[config.mk]
export PLATFORM = sky130hd
export DESIGN_NAME = ddram_arbiter
export DESIGN_NICKNAME = d
export VERILOG_FILES = /design/src/rtl/ddram_arbiter.sv
export SDC_FILE = /design/constraint.sdc
export NUM_CORES = 1
export LEC_CHECK = 0
export ABC_AREA = 1
export CAP_MARGIN = 20
export CORE_AREA = 2 2 158 160
export CTS_CLUSTER_DIAMETER = 200
export DETAILED_ROUTE_END_ITERATION = 16
export DIE_AREA = 0 0 160 162
export MAX_ROUTING_LAYER = met4
export PLACE_DENSITY = 0.67
export SETUP_SLACK_MARGIN = 0.5
export SLEW_MARGIN = 10
export SYNTH_ARGS = -nofsm -noshare
export SYNTH_HDL_FRONTEND = slang
export SYNTH_SLANG_ARGS = --single-unit
[constraint.sdc]
create_clock -name clk_sys -period 1.79 [get_ports clk_sys]
set_input_delay 0.2685 -clock clk_sys [delete_from_list [all_inputs] [get_ports clk_sys]]
set_output_delay 0.2685 -clock clk_sys [all_outputs]
set_load 0.005 [all_outputs]
[src/rtl/ddram_arbiter.sv]
// Two-client DDRAM burst-port arbiter: video scanout reads and MPEG2 decoder reads/writes.
// One command in flight at a time; read data is steered back to whichever client owns the burst.
`timescale 1ns/1ps
module ddram_arbiter #(
    parameter int MAX_VIDEO_RUN = 4,
    parameter int BURST_W       = 8
) (
    input  logic               clk_sys,
    input  logic               reset_n,

    input  logic               v_req,
    input  logic [28:0]        v_addr,
    input  logic [BURST_W-1:0] v_burst,
    output logic               v_gnt,
    output logic               v_rvalid,

    input  logic               d_req,
    input  logic               d_we,
    input  logic [28:0]        d_addr,
    input  logic [BURST_W-1:0] d_burst,
    input  logic [63:0]        d_din,
    input  logic [7:0]         d_be,
    output logic               d_gnt,
    output logic               d_wbeat,
    output logic               d_rvalid,
    output logic [63:0]        rd_data,

    input  logic               DDRAM_BUSY,
    input  logic [63:0]        DDRAM_DOUT,
    input  logic               DDRAM_DOUT_READY,
    output logic [28:0]        DDRAM_ADDR,
    output logic [BURST_W-1:0] DDRAM_BURSTCNT,
    output logic               DDRAM_RD,
    output logic               DDRAM_WE,
    output logic [63:0]        DDRAM_DIN,
    output logic [7:0]         DDRAM_BE,

    output logic [1:0]         state_dbg
);

    typedef enum logic [1:0] {IDLE, RD_CMD, RD_DATA, WR} state_t;

    localparam int RUN_W = $clog2(MAX_VIDEO_RUN + 1);

    state_t               state;
    logic [RUN_W-1:0]     run_cnt;
    logic [BURST_W-1:0]   beat_cnt;
    logic                 owner_v;
    logic                 grant_v;
    logic                 grant_d;
    logic                 rd_beat;
    logic                 wr_beat;
    logic                 last_beat;

    function automatic logic [BURST_W-1:0] fix_burst(input logic [BURST_W-1:0] b);
        return (b == '0) ? BURST_W'(1) : b;
    endfunction

    // Handshake: a command is accepted in any cycle where RD/WE is high and DDRAM_BUSY is low;
    // the owner's gnt (and d_wbeat for write beats) is high exactly in those accept cycles.
    always_comb begin
        grant_v   = v_req && (!d_req || (run_cnt < RUN_W'(MAX_VIDEO_RUN)));
        grant_d   = !grant_v && d_req;
        rd_beat   = DDRAM_DOUT_READY &&
                    (((state == RD_CMD) && !DDRAM_BUSY) || (state == RD_DATA));
        wr_beat   = (state == WR) && !DDRAM_BUSY;
        last_beat = ((beat_cnt + BURST_W'(1)) == DDRAM_BURSTCNT);
        v_gnt     = (state == RD_CMD) && !DDRAM_BUSY && owner_v;
        d_gnt     = ((state == RD_CMD) && !DDRAM_BUSY && !owner_v) ||
                    (wr_beat && (beat_cnt == '0));
        d_wbeat   = wr_beat;
        DDRAM_DIN = (state == WR) ? d_din : 64'h0;
        DDRAM_BE  = (state == WR) ? d_be  : 8'h0;
        state_dbg = state;
    end

    always_ff @(posedge clk_sys or negedge reset_n) begin
        if (!reset_n) begin
            state          <= IDLE;
            run_cnt        <= '0;
            beat_cnt       <= '0;
            owner_v        <= 1'b0;
            DDRAM_ADDR     <= '0;
            DDRAM_BURSTCNT <= '0;
            DDRAM_RD       <= 1'b0;
            DDRAM_WE       <= 1'b0;
            rd_data        <= '0;
            v_rvalid       <= 1'b0;
            d_rvalid       <= 1'b0;
        end else begin
            v_rvalid <= 1'b0;
            d_rvalid <= 1'b0;
            if (rd_beat) begin
                rd_data  <= DDRAM_DOUT;
                v_rvalid <= owner_v;
                d_rvalid <= !owner_v;
                beat_cnt <= beat_cnt + BURST_W'(1);
            end

            case (state)
                IDLE: begin
                    beat_cnt <= '0;
                    if (grant_v) begin
                        owner_v        <= 1'b1;
                        DDRAM_ADDR     <= v_addr;
                        DDRAM_BURSTCNT <= fix_burst(v_burst);
                        DDRAM_RD       <= 1'b1;
                        state          <= RD_CMD;
                        // Run only grows while the decoder is actually being kept waiting.
                        if (!d_req)
                            run_cnt <= '0;
                        else if (run_cnt != RUN_W'(MAX_VIDEO_RUN))
                            run_cnt <= run_cnt + RUN_W'(1);
                    end else if (grant_d) begin
                        owner_v        <= 1'b0;
                        DDRAM_ADDR     <= d_addr;
                        DDRAM_BURSTCNT <= fix_burst(d_burst);
                        run_cnt        <= '0;
                        if (d_we) begin
                            DDRAM_WE <= 1'b1;
                            state    <= WR;
                        end else begin
                            DDRAM_RD <= 1'b1;
                            state    <= RD_CMD;
                        end
                    end else begin
                        run_cnt <= '0;
                    end
                end
                RD_CMD: begin
                    if (!DDRAM_BUSY) begin
                        DDRAM_RD <= 1'b0;
                        state    <= (rd_beat && last_beat) ? IDLE : RD_DATA;
                    end
                end
                RD_DATA: begin
                    if (rd_beat && last_beat)
                        state <= IDLE;
                end
                WR: begin
                    if (wr_beat) begin
                        beat_cnt <= beat_cnt + BURST_W'(1);
                        if (last_beat) begin
                            DDRAM_WE <= 1'b0;
                            state    <= IDLE;
                        end
                    end
                end
                default: state <= IDLE;
            endcase
        end
    end

endmodule

==> Word level (Yosys, flattened, before mapping) <==
Index checks and enable logic that the tools add are counted.
{ "word_totals": {"regBits": 119, "latchBits": 0, "mem_bits_rw": 0, "romBits": 0, "in_bits": 217, "output_inout_bits": 182, "wordCells": 95, "memories": 0} }
{ "op_classes": {"n_addsub": 2, "n_mul": 0, "div": 0, "order_cmp": 1, "n_eq_ne": 15, "shift": 0, "mux": 38, "bitwise_logic": 0, "reduce_logical": 28} }
{ "ops": {"columns": ["cell", "count"], "rows": [
  ["64-bit 2-to-1 mux", 1],
  ["29-bit 2-to-1 mux", 2],
  ["8-bit 2-to-1 mux", 7],
  ["8-bit logical NOT", 3],
  ["2-bit 2-to-1 mux", 8],
  ["8-bit one-hot mux with 2 select lines", 1],
  ["1-bit 2-to-1 mux", 13],
  ["2-bit != test, second input constant", 6],
  ["1-bit logical AND", 9],
  ["3-bit 2-to-1 mux", 3],
  ["3-bit != test, second input constant", 3],
  ["8-bit by 1-bit adder with 8-bit output, second input constant", 1],
  ["8-bit == test", 1],
  ["2-bit one-hot mux with 4 select lines", 1],
  ["6-bit AND reduction", 1],
  ["2-bit nonzero test", 3],
  ["5-bit AND reduction", 1],
  ["2-bit == test, second input constant", 2],
  ["1-bit logical NOT", 4],
  ["1-bit one-hot mux with 2 select lines", 2],
  ["2-bit AND reduction", 2],
  ["4-bit AND reduction", 1],
  ["3-bit by 1-bit adder with 3-bit output, second input constant", 1],
  ["1-bit logical OR", 3],
  ["5 further kinds", 5]
]} }

==> Longest topological paths before layout <==
Gate-level depths: netlist of the first run.
{ "depth": {"depth_word": 8, "mapped_depth": 13} }

==> Worst setup path after synthesis of the first run <==
OpenSTA, ideal clock, no wires.
{ "synth_path": {"path_type": "register to register", "from": "register beat_cnt[0]", "to": "register state[1] (netlist: state_dbg[1])", "setup_time_ns": 0.117, "arrival_ns": 1.701, "t_required_ns": 1.673, "path_slack_ns": -0.028, "stages_incl_launch_ff": 12, "path_buffers": 0, "path_cell_list": "dfrtp_1 -> inv_2 -> ha_1 -> xor2_1 -> nor2_1 -> nand3_2 -> nor2_1 -> nand3_1 -> a21oi_2 -> nand2_1 -> nand2_1 -> nand2_1"} }
{ "synth_between": {"elab_chain_cells": 6} }
{ "synth_rtl": {"columns": ["item", "line", "source"], "rows": [
  ["start: declaration", "47", "logic [BURST_W-1:0] beat_cnt;"],
  ["start signal: assignment", "97", "beat_cnt <= beat_cnt + BURST_W'(1);"],
  ["start signal: assignment", "142", "beat_cnt <= beat_cnt + BURST_W'(1);"],
  ["8-bit by 1-bit adder with 8-bit output *", "67", "last_beat = ((beat_cnt + BURST_W'(1)) == DDRAM_BURSTCNT);"],
  ["8-bit == test *", "67", null],
  ["1-bit logical AND", "133, 137", null],
  ["2-bit 2-to-1 mux", "133", "state <= (rd_beat && last_beat) ? IDLE : RD_DATA;"],
  ["2-bit 2-to-1 mux", "131", "if (!DDRAM_BUSY) begin"],
  ["2-bit one-hot mux with 4 select lines", "100", "case (state)"],
  ["end signal: assignment", "133", null],
  ["end: declaration", "45", "state_t state;"]
]} }
Every way passes the cells marked *; elsewhere a longest branch is shown, timed or not. The select of a mux whose other input is x is not followed.
A chain may end at the register's enable or synchronous reset.

==> Worst setup path after layout of the first run <==
{ "layout_path": {"from": "register state[0] (netlist: state_dbg[0])", "to": "output port DDRAM_DIN[39]"} }
{ "layout_between": {"elab_chain_cells": 2} }
{ "layout_rtl": {"columns": ["item", "line", "source"], "rows": [
  ["2-bit == test", "72", "DDRAM_DIN = (state == WR) ? d_din : 64'h0;"],
  ["64-bit 2-to-1 mux", "72", null],
  ["end: declaration", "35", "output logic [63:0] DDRAM_DIN,"]
]} }
No other way between the ends.

==> results of run 1 <==
==> kinds of logic (layout without fill, tap and decap cells) <==
kind of cell,after synthesis,after routing
AO/OA/AOI/OAI,72,72
XOR/XNOR,2,2
adder cells (fa/ha/maj),8,8
buffers and inverters,149,679
flip-flops,119,119
other,0,1
AND/OR/NAND/NOR,481,481
==> final cells by class <==
type	instances	area share, %
antenna	1	0.0178
clock buffer	18	3.13
clock inverter	13	1.10
inverter	112	3.17
multi-input combinational	563	25.9
sequential	119	21.3
tap	324	2.89
timing repair buffer	536	42.5
==> routing by layer <==
metal	vias to the layer above	global-route usage (%)
met2	315	32.8
met3	42	5.90
met4	0	6.14
met1	3568	25.7
met5	-	-
li1	3612	-
==> state kept, by name, indices dropped and copies added (netlist names) <==
signal          cells
DDRAM_RD            1
run_cnt             3
d_rvalid            1
DDRAM_WE            1
state_dbg           2
owner_v             1
v_rvalid            1
DDRAM_ADDR         29
DDRAM_BURSTCNT      8
beat_cnt            8
rd_data            64
==> what timing repair did <==
action,4_1_cts,5_1_grt
cloned,15,12
pin swaps,24,29
gates resized for setup,472,419
hold buffers,1,0
hold endpoints to repair,119,0
endpoints found under the setup margin,301,301
buffers inserted,37,23
==> final timing paths <==
| path | startpoint | end | slack [ns] | depth (start not counted) |
|---|---|---|---|---|
| worst max-delay path | state_dbg[0]$_DFFE_PN0P_ | DDRAM_DIN[39] | -0.24 | 8 |
| min in group asynchronous | reset_n | rd_data[38]$_DFFE_PN0N_ | 0.44 | 3 |
| worst min-delay path | DDRAM_DOUT[1] | rd_data[1]$_DFFE_PN0N_ | 0.39 | 3 |
| worst max register to register | state_dbg[1]$_DFFE_PN0P_ | rd_data[27]$_DFFE_PN0N_ | -0.22 | 13 |
| worst min register to register | rd_data[33]$_DFFE_PN0N_ | rd_data[33]$_DFFE_PN0N_ | 0.47 | 2 |
| max in group asynchronous | reset_n | DDRAM_BURSTCNT[5]$_DFFE_PN0P_ | 0.92 | 3 |
==> cells in the mapped netlist (all sizes together) <==
| cell | count |
|---|---|
| nor2 | 48 |
| dfrtp | 119 |
| a21oi | 3 |
| a31o | 1 |
| nor3 | 3 |
| inv | 112 |
| buf | 7 |
| nand4 | 4 |
| nor4 | 3 |
| clkbuf | 30 |
| nand3 | 29 |
| nand2 | 392 |
| xnor2 | 1 |
| o21ai | 30 |
| a31oi | 30 |
| o21bai | 1 |
| o211ai | 1 |
| o221ai | 3 |
| xor2 | 1 |
| ha | 8 |
| o22ai | 2 |
| o2111ai | 1 |
| nand3b | 1 |
| or2 | 1 |
==> power by group <==
| group | internal, uW | leakage, uW | switching (uW) |
|---|---|---|---|
| clock | 2210 | 0.000288 | 1320 |
| sequential | 3890 | 0.00145 | 835 |
| combinational | 6390 | 0.00556 | 4820 |
==> worst register-to-register path: cells and delay by family, from the launching register on <==
kind          cells  cell delay (ns)
fa+ha+maj         1             0.13
buf+inv           7             0.79
flops             1             0.42
simple gates      5             0.59
==> placed cells by master, fill, tap and decap left out, types with 7 or more instances in the layout <==
master,Yosys,layout
nor2_1,46,11
buf_2,7,11
buf_4,0,51
buf_8,0,7
buf_16,0,16
buf_6,0,98
dlymetal6s2s_1,0,18
dfrtp_1,119,112
clkdlybuf4s50_1,0,296
nor2_2,0,20
nand2_1,388,252
nand2_4,0,84
o21ai_1,5,17
clkbuf_16,0,26
nand3_2,3,8
buf_12,0,21
inv_2,6,74
nor2_4,2,17
nand3_1,26,21
clkbuf_2,0,8
a31oi_1,30,29
nand2_2,4,54
dfrtp_2,0,7
inv_1,106,32
==> metrics by stage <==
| step | power, uW | cell area, sq um | setup TNS [ns] | util (%) |
|---|---|---|---|---|
| floorplan | 7300 | 6100 | 0 | - |
| global placement | 11700 | 10800 | -7.46 | 44.8 |
| global route | 20500 | 14000 | -37.09 | 58.2 |
| detailed placement | 11800 | 10800 | -11.75 | 44.8 |
| finish | 19500 | 14000 | -24.43 | 58.2 |
| CTS | 17100 | 12300 | -20.45 | 50.9 |
==> flow_summary_export.csv, run 1 <==
group,metric,value,unit
global_route,grt_pass1_vias,7375,
power_and_ir_drop,ir_drop,0.750,mV
routing,ant_nets,0,
sta,hold_ws,0.389,ns
routing,first_pass_iters,5,
sta,tightestPinTransition,0.504,ns
final_layout,ff_latch_area,2990,sq um
die,die-width,160,um
placed_design,post-place-cells,1566,
routing,routed_wl,29800,um
synthesis,synthCells,831,
setup_path,slowest_delay,0.42,ns
placed_design,place.gp.congestion,0.831,
sta,period_needed,2.03,ns
outcome,violations,"negative setup slack",
cts,path_clk_slew,0.06,ns
synthesis,synthesis.area,6000,sq um
synthesis,yosys-top-cells-area,"dfrtp_1, nand2_1, inv_1, a31oi_1, nor2_1",
final_layout,finalNonFillerCells,1686,
global_route,track_usage,20.7,%
routing,wl_per_cell,17.7,um
die,dieArea,25900,sq um
cts,clock_latency,0.42,ns
synthesis,avgSynthCellArea,7.22,sq um
die,core,24100,sq um
placed_design,dp_slack,-0.358,ns
setup_path,worst-path-buf-inv,6,
final_layout,fill_cells,2023,
synthesis,synthMuxAreaShare,0,%
routing,highest_layer,"met4",
sta,setup_viol,179,
die,row_count,57,
power_and_ir_drop,power_density,1390,nW/um^2
sta,setup_slack,-0.243,ns
synthesis,synth_area_leader_cell,"dfrtp_1",
cts,cts_made_buffers,17,
routing,drt_first_iter_violations,385,
sta,hold_violations,0,
setup_path,required,1.52,ns
sta,max_freq,492,MHz
routing,wl_met1,12100,um
synthesis,synth_xor_area_share,0.292,%
routing,drc,0,
routing,met3_length,2000,um
setup_path,cp-start-kind,"flop",
die,ios,399,
synthesis,ys_seq_area_share,49.6,%
setup_path,crit_type,"reg -> out",
outcome,status,"complete, but fails checks",
synthesis,synth-simple-area-share,31.8,%
final_layout,multi_input_area,3640,sq um
hold_path,hp-class,"in -> reg",
cts,clock_sinks,119,
final_layout,fin_nets,1574,
cts,htree_levels,4,
routing,avgViaCountPerCell,4.47,
global_route,grt_pass1_wl,40600,um
die,die_h,162,um
setup_path,crit_family,"buffers and inverters",
cts,root_buffer,"clkbuf_16",
die,start_util,24.9,%
cts,clock_path_buffers,2,
synthesis,synth_compound_area_share,7.13,%
cts,cts_tree,"yes",
synthesis,syn-num-nets,1056,
synthesis,synth_top_area_share,49.6,%
sta,rsz0062_at_grt,"yes",
final_layout,area_growth,134,%
sta,relSlewSlack,66.4,%
setup_path,slowest_stage,"dfrtp_1",
synthesis,synth_seq_cells,119,
flow_run,max_cap_viol_count,0,
sta,period_share,114,%
placed_design,io_buffers,398,
synthesis,ys_warn_count,0,
synthesis,synth_fa_ha_area_share,1.67,%
placed_design,dp_hpwl,18800,um
setup_path,crit_fanout,6,
power_and_ir_drop,p_leak,0.00729,uW
setup_path,end_kind,"primary output",
global_route,antenna_found_initial,1,
setup_path,worstPathCellList,"ha_4 > buf_12 > buf_8 > buf_12 > buf_8 > nand2_2 > inv_1 > buf_2",
synthesis,synth_top_family_by_area,"simple AND/OR/NAND/NOR gates",
global_route,globalRouteOverflowTotal,0,
sta,slew_viol_final,0,
synthesis,synthDistinctLibCells,30,
sta,fin_skew,0.0148,ns
global_route,grt_max_degree,84,
setup_path,cp.arrival,1.76,ns
routing,met2_length,15000,um
routing,via_count,7537,
final_layout,drive_gt1_share,40.4,%
Note: power is estimated with default switching activity, not from simulation.
==> run 2, diff against run 1 <==
--- a/config.mk
+++ b/config.mk
@@ -6,11 +6,12 @@
 export NUM_CORES = 1
 export LEC_CHECK = 0
 export ABC_AREA = 1
+export ABC_CLOCK_PERIOD_IN_PS = 1790
 export CAP_MARGIN = 20
-export CORE_AREA = 2 2 158 160
+export CORE_AREA = 2 2 189 135
 export CTS_CLUSTER_DIAMETER = 200
 export DETAILED_ROUTE_END_ITERATION = 16
-export DIE_AREA = 0 0 160 162
+export DIE_AREA = 0 0 191 137
 export MAX_ROUTING_LAYER = met4
 export PLACE_DENSITY = 0.67
 export SETUP_SLACK_MARGIN = 0.5
==> flow_summary_export.csv, run 2 (synthesis results as in run 1) <==
group,metric,value,unit
setup_path,crit_type,"reg -> reg",
power_and_ir_drop,p_switching,6480,uW
outcome,status,"complete, but fails checks",
final_layout,multi_input_area,3230,sq um
power_and_ir_drop,total_power,18100,uW
die,die-width,191,um
power_and_ir_drop,power_frac_comb,55.2,%
cts,clock_latency,0.42,ns
sta,rsz0062_at_grt,"yes",
flow_run,max_cap_viol_count,0,
final_layout,reg.largest.list,"rd_data x64, DDRAM_ADDR x29",
final_layout,final_common_cell,"clkdlybuf4s50_1",
final_layout,antenna_cells,0,
sta,slew_viol_final,0,
power_and_ir_drop,p_leak,0.00664,uW
sta,period_needed,2.00,ns
placed_design,dp_slack,-0.134,ns
setup_path,cp-start-kind,"flop",
die,row_count,48,
die,die_h,137,um
sta,tightestPinTransition,0.404,ns
routing,via_count,7293,
die,ios,399,
power_and_ir_drop,seq_power_share,26.1,%
setup_path,crit_fanout,7,
setup_path,slowest_stage,"dfrtp_2",
power_and_ir_drop,power_density,1390,nW/um^2
final_layout,top_register,"rd_data",
power_and_ir_drop,p_clk_share,18.7,%
cts,clock_sinks,119,
placed_design,io_buffers,398,
power_and_ir_drop,internal-power,11700,uW
final_layout,fill_cells,2169,
setup_path,crit_family,"buffers and inverters",
sta,hold_ws,0.303,ns
sta,fin_skew,0.00788,ns
cts,path_clk_slew,0.06,ns
routing,routed_wl,27500,um
sta,setup_slack,-0.215,ns
cts,clock_path_buffers,2,
placed_design,place.gp.congestion,0.829,
final_layout,fin_nets,1558,
global_route,globalRouteOverflowTotal,0,
setup_path,end_kind,"flop",
routing,drc,0,
final_layout,largest_register_ffs,64,
sta,setup-tns-final,-17.77,ns
final_layout,drive_gt1_share,30.7,%
setup_path,worstPathCellList,"buf_6 > buf_6 > ha_4 > inv_2 > or2_4 > buf_6 > nand2_2 > nand2_4 > clkinv_8 > buf_12 > bufbuf_16 > nand2_2 > nand2_2",
cts,root_buffer,"clkbuf_16",
final_layout,area_growth,118,%
cts,htree_levels,4,
sta,max_freq,499,MHz
die,start_util,24.7,%
setup_path,slowest_delay,0.43,ns
placed_design,dp_hpwl,18500,um
hold_path,hp-class,"in -> async",
global_route,grt_max_degree,55,
die,dieArea,26200,sq um
power_and_ir_drop,swShare,35.7,%
final_layout,ff_latch_area,2980,sq um
placed_design,post_dp_cell_area,10800,sq um
routing,first_pass_iters,5,
setup_path,ff2ff_setup_slack,-0.21,ns
outcome,violations,"negative setup slack",
routing,drt_first_iter_violations,296,
global_route,track_usage,19.0,%
sta,relSlewSlack,72.8,%
global_route,antenna_found_initial,0,
sta,hold_violations,0,
global_route,grt_pass1_vias,6608,
setup_path,required,2.09,ns
sta,period_share,112,%
setup_path,cp.arrival,2.31,ns
final_layout,layout_common_cells,"clkdlybuf4s50_1, nand2_1, dfrtp_1, inv_1, nand2_2",
routing,ant_nets,0,
power_and_ir_drop,ir_drop,0.670,mV
die,core,24300,sq um
final_layout,final_design_area_no_fill,13100,sq um
routing,avgViaCountPerCell,4.37,
cts,cts_made_buffers,17,
sta,setup_viol,145,
global_route,grt_pass1_wl,36500,um
cts,cts_tree,"yes",
setup_path,worst-path-buf-inv,7,
routing,wl_per_cell,16.5,um
[run 2: cell types whose count changed in the layout (fill, tap and decap cells not counted), sizes merged]
cell,previous run,this run
clkinvlp,3,2
buf,204,148
diode,1,0
clkbuf,35,59
bufinv,3,2
dlymetal6s2s,18,5
inv,112,113
bufbuf,0,2
dlygate4sd2,0,1
clkinv,7,10
clkdlybuf4s50,296,320
[run 2: path summary, 6_finish.rpt]
kind,cells past startpoint,start,endpoint
setup / recovery,13,state_dbg[0]$_DFFE_PN0P_,rd_data[53]$_DFFE_PN0N_
hold / removal,2,reset_n,rd_data[47]$_DFFE_PN0N_
setup reg to reg,13,state_dbg[0]$_DFFE_PN0P_,rd_data[53]$_DFFE_PN0N_
hold reg to reg,2,rd_data[13]$_DFFE_PN0N_,rd_data[13]$_DFFE_PN0N_
max in group asynchronous,3,reset_n,rd_data[21]$_DFFE_PN0N_
min in group clk_sys,3,DDRAM_DOUT[41],rd_data[41]$_DFFE_PN0N_
[run 2: timing repair]
action / in CTS / in global routing
pin swaps: 7 / 21
endpoints found under the hold margin: 21 / 0
cloned: 8 / 14
setup endpoints to repair: 301 / 301
resized for setup: 148 / 391
buffers inserted: 10 / 34
hold buffers: 1 / 0
[run 2: worst reg2reg max path: cells and delay by family (launching register included)]
kind / cells / cell delay [ns]
buf+inv: 7 / 0.90
flops: 1 / 0.43
simple gates: 5 / 0.40
fa+ha+maj: 1 / 0.16
[run 2: final cells by class]
| cell class | count | share of cell area [%] |
|---|---|---|
| sequential | 119 | 22.8 |
| multi-input combinational | 563 | 24.8 |
| tap | 325 | 3.11 |
| clock inverter | 14 | 1.16 |
| inverter | 112 | 3.41 |
| clock buffer | 17 | 3.26 |
| timing repair inverter | 1 | 0.0479 |
| timing repair buffer | 519 | 41.4 |
[run 2: per-stage QoR]
stage               cells  utilization, %
floorplan             831               -
global placement     1572            44.5
detailed placement   1572            44.5
CTS                  1622            48.5
global route         1670            53.7
finish               1670            53.7
[run 2: layer usage]
metal	GRT usage, %	wire length [um]	vias to the layer above
met5	-	0	-
met1	24.1	11300	3400
li1	-	-	3549
met3	6.13	2440	30
met2	29.2	13400	314
met4	5.04	369	0
[run 2: power groups by stage]
stage,clock network (uW),registers [uW],logic (uW)
after CTS,3480,4620,8080
after floorplan,0,4650,2650
final,3400,4730,10000
after detailed placement,0,4650,7320
after global routing,3640,4870,10800
after global placement,0,4600,7270
==> run 3, diff against run 2 <==
--- a/config.mk
+++ b/config.mk
@@ -7,7 +7,7 @@
 export LEC_CHECK = 0
 export ABC_AREA = 1
 export ABC_CLOCK_PERIOD_IN_PS = 1790
-export CAP_MARGIN = 20
+export CAP_MARGIN = 0
 export CORE_AREA = 2 2 189 135
 export CTS_CLUSTER_DIAMETER = 200
 export DETAILED_ROUTE_END_ITERATION = 16
==> results of run 3 <==
Same layout as run 2: the final DEF is identical, and so are final timing and power.
